$ cat config.mk
export PLATFORM = sky130hd
export DESIGN_NAME = wb_stage_buf_flat
export DESIGN_NICKNAME = d
export VERILOG_FILES = /design/src/rtl/wb_stage_buf_if.sv /design/src/rtl/wb_stage_buf.sv /design/src/flat_wrapper.sv
export SDC_FILE = /design/constraint.sdc
export NUM_CORES = 1
export LEC_CHECK = 0
export CAP_MARGIN = 20
export CORE_MARGIN = 1
export CORE_UTILIZATION = 55
export CTS_CLUSTER_SIZE = 16
export DETAILED_ROUTE_END_ITERATION = 10
export HOLD_SLACK_MARGIN = 0.12
export PLACE_DENSITY_LB_ADDON = 0.3
export SYNTH_ARGS = -nofsm -noshare
export SYNTH_HDL_FRONTEND = slang
export SYNTH_SLANG_ARGS = --single-unit
$ cat constraint.sdc
create_clock -name clk -period 9.8 [get_ports clk]
set_input_delay 0.98 -clock clk [delete_from_list [all_inputs] [get_ports clk]]
set_output_delay 0.98 -clock clk [all_outputs]
set_load 0.01 [all_outputs]
$ cat src/rtl/wb_stage_buf_if.sv
// wb_stage_buf_if: MEM -> WB instruction handshake bundle.
//
// Handshake: the master (MEM stage) drives in_valid together with the payload
// and holds both stable until the cycle in which in_ready is also high. A
// transfer happens on every rising edge where in_valid & in_ready. in_ready
// never depends on in_valid.
//
// Signals
//   in_valid     master -> slave  instruction present
//   in_ready     slave  -> master stage can accept
//   in_pc        master -> slave  instruction PC
//   in_regwrite  master -> slave  instruction writes rd
//   in_ld_type   master -> slave  000 ALU,001 LB,010 LBU,011 LH,100 LHU,101 LW
//   in_aluout    master -> slave  ALU result / load address
//   in_rdata     master -> slave  data_sram_rdata aligned with in_valid
//   in_rd        master -> slave  destination register
interface wb_stage_buf_if #(
    parameter int RF_AW = 5
);
    logic             in_valid;
    logic             in_ready;
    logic [31:0]      in_pc;
    logic             in_regwrite;
    logic [2:0]       in_ld_type;
    logic [31:0]      in_aluout;
    logic [31:0]      in_rdata;
    logic [RF_AW-1:0] in_rd;

    modport master (
        output in_valid, in_pc, in_regwrite, in_ld_type, in_aluout, in_rdata, in_rd,
        input  in_ready
    );

    modport slave (
        input  in_valid, in_pc, in_regwrite, in_ld_type, in_aluout, in_rdata, in_rd,
        output in_ready
    );
endinterface

$ cat src/rtl/wb_stage_buf.sv
// wb_stage_buf: writeback stage of the 5-stage MIPS pipeline.
//
// Accepts instructions from MEM through a valid/ready handshake, performs load
// extraction and misaligned-load detection at push time, and queues the
// resulting register-file writes in a DEPTH-entry FIFO. The queue head drives
// the register file, the debug trace port and the address-error outputs
// combinationally; it retires every cycle it is present and wb_stall is low.
//
// Ports
//   clk             clock, rising edge
//   reset           synchronous active-low reset
//   bus             MEM-side handshake (slave modport)
//   wb_stall        hold queue head
//   rf_we/waddr/wdata  register-file write port
//   debug_wb_pc     PC of the head entry
//   debug_wb_rf_wen {4{rf_we}}
//   exc_adel        one-cycle pulse when a misaligned load retires
//   exc_badvaddr    address of the most recent misaligned load
//   retire_cnt      instructions retired since reset
module wb_stage_buf #(
    parameter int DEPTH = 2,
    parameter int RF_AW = 5,
    parameter int CNT_W = 32
) (
    input  logic             clk,
    input  logic             reset,
    wb_stage_buf_if.slave    bus,
    input  logic             wb_stall,
    output logic             rf_we,
    output logic [RF_AW-1:0] rf_waddr,
    output logic [31:0]      rf_wdata,
    output logic [31:0]      debug_wb_pc,
    output logic [3:0]       debug_wb_rf_wen,
    output logic             exc_adel,
    output logic [31:0]      exc_badvaddr,
    output logic [CNT_W-1:0] retire_cnt
);
    localparam int PW = $clog2(DEPTH);
    localparam int CW = PW + 1;

    // Queue storage, one array per entry field.
    logic [31:0]      q_pc    [DEPTH];
    logic             q_we    [DEPTH];
    logic [RF_AW-1:0] q_waddr [DEPTH];
    logic [31:0]      q_wdata [DEPTH];
    logic             q_adel  [DEPTH];
    logic [31:0]      q_addr  [DEPTH];

    logic [PW-1:0] rd_ptr;
    logic [PW-1:0] wr_ptr;
    logic [CW-1:0] count;
    logic [31:0]   badvaddr_q;

    logic full;
    logic empty;
    logic show;
    logic push;
    logic pop;

    // Push-side computed entry fields.
    logic [1:0]  lane;
    logic [7:0]  byte_sel;
    logic [15:0] half_sel;
    logic [31:0] ext_data;
    logic        ext_adel;
    logic        ext_we;

    assign full  = (count == CW'(DEPTH));
    assign empty = (count == '0);

    // Outputs are suppressed while reset is low so a reset that lands on a
    // non-empty queue emits nothing in its own cycle.
    assign show = reset & ~empty;
    assign pop  = show & ~wb_stall;

    // No bypass: a pop while full frees the slot only for the next cycle.
    assign bus.in_ready = reset & ~full;
    assign push         = bus.in_valid & bus.in_ready;

    always_comb begin
        lane     = bus.in_aluout[1:0];
        byte_sel = bus.in_rdata[{lane, 3'b000} +: 8];
        half_sel = lane[1] ? bus.in_rdata[31:16] : bus.in_rdata[15:0];
        ext_data = bus.in_aluout;
        ext_adel = 1'b0;
        case (bus.in_ld_type)
            3'b001: ext_data = {{24{byte_sel[7]}}, byte_sel};
            3'b010: ext_data = {24'h0, byte_sel};
            3'b011: begin
                ext_data = {{16{half_sel[15]}}, half_sel};
                ext_adel = lane[0];
            end
            3'b100: begin
                ext_data = {16'h0, half_sel};
                ext_adel = lane[0];
            end
            3'b101: begin
                ext_data = bus.in_rdata;
                ext_adel = (lane != 2'b00);
            end
            default: ext_data = bus.in_aluout;
        endcase
        ext_we = bus.in_regwrite & (bus.in_rd != '0) & ~ext_adel;
    end

    always_ff @(posedge clk) begin
        if (push) begin
            q_pc[wr_ptr]    <= bus.in_pc;
            q_we[wr_ptr]    <= ext_we;
            q_waddr[wr_ptr] <= bus.in_rd;
            q_wdata[wr_ptr] <= ext_data;
            q_adel[wr_ptr]  <= ext_adel;
            q_addr[wr_ptr]  <= bus.in_aluout;
        end
    end

    always_ff @(posedge clk) begin
        if (!reset) begin
            rd_ptr     <= '0;
            wr_ptr     <= '0;
            count      <= '0;
            retire_cnt <= '0;
            badvaddr_q <= '0;
        end else begin
            if (push) begin
                wr_ptr <= wr_ptr + PW'(1);
            end
            if (pop) begin
                rd_ptr     <= rd_ptr + PW'(1);
                retire_cnt <= retire_cnt + CNT_W'(1);
                if (q_adel[rd_ptr]) begin
                    badvaddr_q <= q_addr[rd_ptr];
                end
            end
            case ({push, pop})
                2'b10:   count <= count + CW'(1);
                2'b01:   count <= count - CW'(1);
                default: count <= count;
            endcase
        end
    end

    assign rf_we           = pop & q_we[rd_ptr];
    assign rf_waddr        = show ? q_waddr[rd_ptr] : '0;
    assign rf_wdata        = show ? q_wdata[rd_ptr] : '0;
    assign debug_wb_pc     = show ? q_pc[rd_ptr] : '0;
    assign debug_wb_rf_wen = {4{rf_we}};
    assign exc_adel        = pop & q_adel[rd_ptr];
    // The faulting address is visible in the same cycle as the pulse and is
    // then held by the register until the next misaligned load retires.
    assign exc_badvaddr    = exc_adel ? q_addr[rd_ptr] : badvaddr_q;
endmodule

$ cat src/flat_wrapper.sv
// flat-port wrapper written by rule: the top's interface ports become plain ports
module wb_stage_buf_flat 
#(
    parameter int DEPTH = 2,
    parameter int RF_AW = 5,
    parameter int CNT_W = 32
)
  (clk, reset, wb_stall, rf_we, rf_waddr, rf_wdata, debug_wb_pc, debug_wb_rf_wen, exc_adel, exc_badvaddr, retire_cnt, bus_in_valid, bus_in_pc, bus_in_regwrite, bus_in_ld_type, bus_in_aluout, bus_in_rdata, bus_in_rd, bus_in_ready);
  wb_stage_buf_if #(.RF_AW(RF_AW)) bus_i ();
  input  logic clk;
  input  logic reset;
  input  logic wb_stall;
  output logic rf_we;
  output logic [RF_AW-1:0] rf_waddr;
  output logic [31:0] rf_wdata;
  output logic [31:0] debug_wb_pc;
  output logic [3:0] debug_wb_rf_wen;
  output logic exc_adel;
  output logic [31:0] exc_badvaddr;
  output logic [CNT_W-1:0] retire_cnt;
  input wire logic [$bits(bus_i.in_valid)-1:0] bus_in_valid;
  input wire logic [$bits(bus_i.in_pc)-1:0] bus_in_pc;
  input wire logic [$bits(bus_i.in_regwrite)-1:0] bus_in_regwrite;
  input wire logic [$bits(bus_i.in_ld_type)-1:0] bus_in_ld_type;
  input wire logic [$bits(bus_i.in_aluout)-1:0] bus_in_aluout;
  input wire logic [$bits(bus_i.in_rdata)-1:0] bus_in_rdata;
  input wire logic [$bits(bus_i.in_rd)-1:0] bus_in_rd;
  output wire logic [$bits(bus_i.in_ready)-1:0] bus_in_ready;
  assign bus_i.in_valid = bus_in_valid;
  assign bus_i.in_pc = bus_in_pc;
  assign bus_i.in_regwrite = bus_in_regwrite;
  assign bus_i.in_ld_type = bus_in_ld_type;
  assign bus_i.in_aluout = bus_in_aluout;
  assign bus_i.in_rdata = bus_in_rdata;
  assign bus_i.in_rd = bus_in_rd;
  assign bus_in_ready = bus_i.in_ready;
  wb_stage_buf #(.DEPTH(DEPTH), .RF_AW(RF_AW), .CNT_W(CNT_W)) u_core (.clk(clk), .reset(reset), .bus(bus_i), .wb_stall(wb_stall), .rf_we(rf_we), .rf_waddr(rf_waddr), .rf_wdata(rf_wdata), .debug_wb_pc(debug_wb_pc), .debug_wb_rf_wen(debug_wb_rf_wen), .exc_adel(exc_adel), .exc_badvaddr(exc_badvaddr), .retire_cnt(retire_cnt));
endmodule
==> run_results.csv <==
group,metric,value,unit
setup_path,critPathMaxFanout,65,
route,firstDrtPassIters,7,
synth,yosysWarningCount,0,
route,routed_wirelength,27970,µm
layout,drive_gt1_share,5.868,%
global_route,grt_usage,25.32,%
clocking,cts_buffers,28,
worst_hold_path,min_to,"u_core.retire_cnt[30]",
timing,fin_worst_skew,0.006066,ns
power_and_ir_drop,p_int,2.148,mW
timing,maxSlewViolCount,0,
setup_path,r2r_start,"u_core.count[0]",
setup_path,path_cells,"clkdlybuf4s50_1 > buf_4 > o21ai_4 > nor3_2 > buf_4 > nor2_1 > a21oi_1 > clkdlybuf4s50_1",
timing,hold_slack,0.4986,ns
timing,finalCriticalPeriod,4.522,ns
clocking,cts.clk_slew.worst_paths,0.06,ns
synth,synth_area_per_cell,12.20,µm²
power_and_ir_drop,power.leakage,5.112,nW
timing,period_share,46.14,%
route,routed-via-count,8337,
setup_path,worstSetupEndpointType,"output port",
setup_path,path_class,"primary input to output port",
layout,areaGrowthSynthToFinish,31.41,%
route,viasPerCell,5.626,
power_and_ir_drop,p_comb_share,13.4,%
outcome,status,"finished clean",
synth,yosysTopAreaCell,"edfxtp_1",
route,wl_per_cell,18.87,µm
synth,syn_area,0.01170,mm²
layout,nFillCells,1361,
floorplan,ioPinCount,249,
setup_path,reg2reg_slack,6.79,ns
place,port_buffers,248,
power_and_ir_drop,p_clk_share,38.7,%
place,place.gp.congestion,0.9278,
worst_hold_path,worstHoldPathCells,2,
setup_path,cpPeakStageDelay,0.58,ns
power_and_ir_drop,powerDensity,182.1,mW/mm²
clocking,ctsHoldBuffers,0,
layout,nNetsFinal,1300,
synth,ys_seq_area_share,64.66,%
setup_path,arrival,3.54,ns
setup_path,setup.worst_path.start_class,"primary input",
global_route,grt.overflow.total,0,
flow_run,maxCapViolCount,0,
setup_path,r2r-end,"u_core.q_addr[0][2]",
worst_hold_path,hold_class,"flip-flop to flip-flop",
worst_hold_path,worstHoldStart,"u_core.retire_cnt[30]",
clocking,clkLatencyLatePin,0.53,ns
setup_path,r2r_cells,5,
floorplan,initial_utilization,56.93,%
clocking,cts_max_level,1,
global_route,grt_pass1_wl,42760,µm
setup_path,required,8.82,ns
synth,synth_cell_types,53,
clocking,clock_tree.root_cell,"clkbuf_16",
timing,max_slew_margin,26.96,%
clocking,tritoncts,"built",
floorplan,core_area,0.02056,mm²
synth,synth_top_area_share,52.85,%
power_and_ir_drop,ir_drop,0.1505,mV
setup_path,slowest_stage,"clkdlybuf4s50_1",
synth,synth-main-ff-cell,"edfxtp_1",
floorplan,die-area,0.02187,mm²
timing,worst_pin_slew,1.096,ns
synth,synth_seq_cells,275,
route,drc,0,
route,initialDrtViolationCount,660,
floorplan,die_w,147.9,µm
timing,finalHoldViolCount,0,
place,place_hpwl,18750,µm
clocking,cts_setup_buffers,0,
timing,max_freq,221.1,MHz
clocking,clock-sinks,275,
synth,synthesis.nets,1070,
timing,rsz0062_at_grt,"no",
global_route,antenna_found_initial,2,
synth,synth.area.top_cells,"edfxtp_1 53%, dfxtp_1 12%, mux2i_1 9.3%",
floorplan,die_h,147.9,µm
clocking,cts_buffer_depth,3,
synth,synth_edf_count,206,
timing,finalSetupTns,0,ns
synth,yosysMostFrequentCell,"edfxtp_1",
power_and_ir_drop,p_seq_share,47.8,%
synth,postSynth.asyncResetShare,0,%
route,ant_nets,0,
power_and_ir_drop,power.share.switching,23.29,%
synth,synth_cells,959,
global_route,grt_pass1_vias,8046,
clocking,ctsResizeCount,0,
power_and_ir_drop,switchingPower,652.2,µW
global_route,grt_start_max_net_pins,81,
floorplan,num_rows,52,
timing,finalSetupViolCount,0,
synth,ys_top_cells_by_count,"206 x edfxtp_1, 157 x nor2_1, 109 x mux2i_1, 91 x a21oi_1, 69 x dfxtp_1",
-- power by group through the flow --
stage	Sequential (mW)	Combinational [mW]	Clock [mW]
floorplan	1.35	0.210	0
global placement	1.36	0.367	0
detailed placement	1.36	0.374	0
CTS	1.34	0.376	1.09
global route	1.34	0.405	1.14
finish	1.34	0.377	1.08
-- worst max path at each step --
stage,start,end,slack [ns],cells past startpoint
after floorplan,reset,u_core.q_addr[0][0],3.35,4
after global placement,reset,u_core.q_wdata[0][9],5.30,8
after detailed placement,reset,u_core.q_addr[0][11],5.14,8
after CTS,reset,exc_badvaddr[13],5.31,8
after global routing,reset,exc_badvaddr[11],5.11,8
final,reset,exc_badvaddr[13],5.28,8
-- through the flow --
step                power (mW)  cell area [µm²]  std cells  setup WS, ns  util [%]
floorplan                1.562            11700        959         3.346         -
global placement         1.729            14390       1427         5.298     69.97
detailed placement       1.738            14390       1427         5.142     69.97
CTS                      2.809            15360       1478         5.313     74.69
global route             2.889            15380       1482         5.111     74.81
finish                   2.801            15380       1482         5.278     74.81
-- cells in the final DEF (no fill, tap or decap), types with 5 or more instances in the layout --
cell type	n
xor2_1	14
clkdlybuf4s50_1	248
nand4_1	10
edfxtp_1	206
and2_1	38
mux2i_1	109
a21oi_1	90
nor2b_1	10
a22o_1	5
clkbuf_1	5
inv_1	8
xnor2_1	8
or4_1	5
nor2_1	155
or3_1	9
mux2_2	6
o22a_1	6
clkinv_2	5
nand3_1	10
o2bb2ai_1	7
buf_4	10
nand2_1	49
nand2b_1	6
clkbuf_8	7
a22oi_1	5
clkbuf_16	33
dfxtp_1	68
o21ai_0	18
-- flip-flops by register name, indices dropped and copies added (netlist names), named ones only --
name	cells
u_core.badvaddr_q	32
u_core.q_adel	2
u_core.rd_ptr	1
u_core.wr_ptr	1
u_core.q_wdata	64
u_core.q_pc	64
u_core.count	2
u_core.q_addr	64
u_core.retire_cnt	32
u_core.q_waddr	10
u_core.q_we	2
-- cells by family (layout without fill, tap and decap cells) --
logic type               count (synthesis)  count (layout)  synth area share, %
AO/OA/AOI/OAI                          167             167                8.767
buffers and inverters                   68             319                2.373
AND/OR/NAND/NOR                        308             308                12.27
XOR/XNOR                                22              22                1.646
flip-flops                             275             275                64.66
multiplexers                           115             115                9.899
adder cells (fa/ha/maj)                  4               4               0.3848
other                                    0               2                    0
-- final cells by class --
class / instances / area, µm² / share of cell area, %
inverter: 9 / 33.78 / 0.2197
tap: 270 / 337.8 / 2.197
sequential: 275 / 7571 / 49.23
multi-input combinational: 616 / 3894 / 25.32
timing repair buffer: 259 / 2569 / 16.70
clock buffer: 45 / 940.9 / 6.118
antenna: 2 / 5.005 / 0.03254
clock inverter: 6 / 28.78 / 0.1871
-- routing by layer --
layer	routed length, µm	part of all wire [%]	track usage, %	vias up
met5	0	0	0	-
met4	521	1.9	6.856	0
met3	2025	7.2	3.580	38
met2	14290	51	43.96	357
met1	11130	40	33.33	3992
li1	-	-	-	3950
-- worst max-delay path, delay by kind of cell --
family,cells,cell delay (ns)
buffers and inverters,4,1.89
AOI/OAI and AO/OA,2,0.31
and+or+nand+nor,2,0.31
Power figures use the tool's default switching activity.
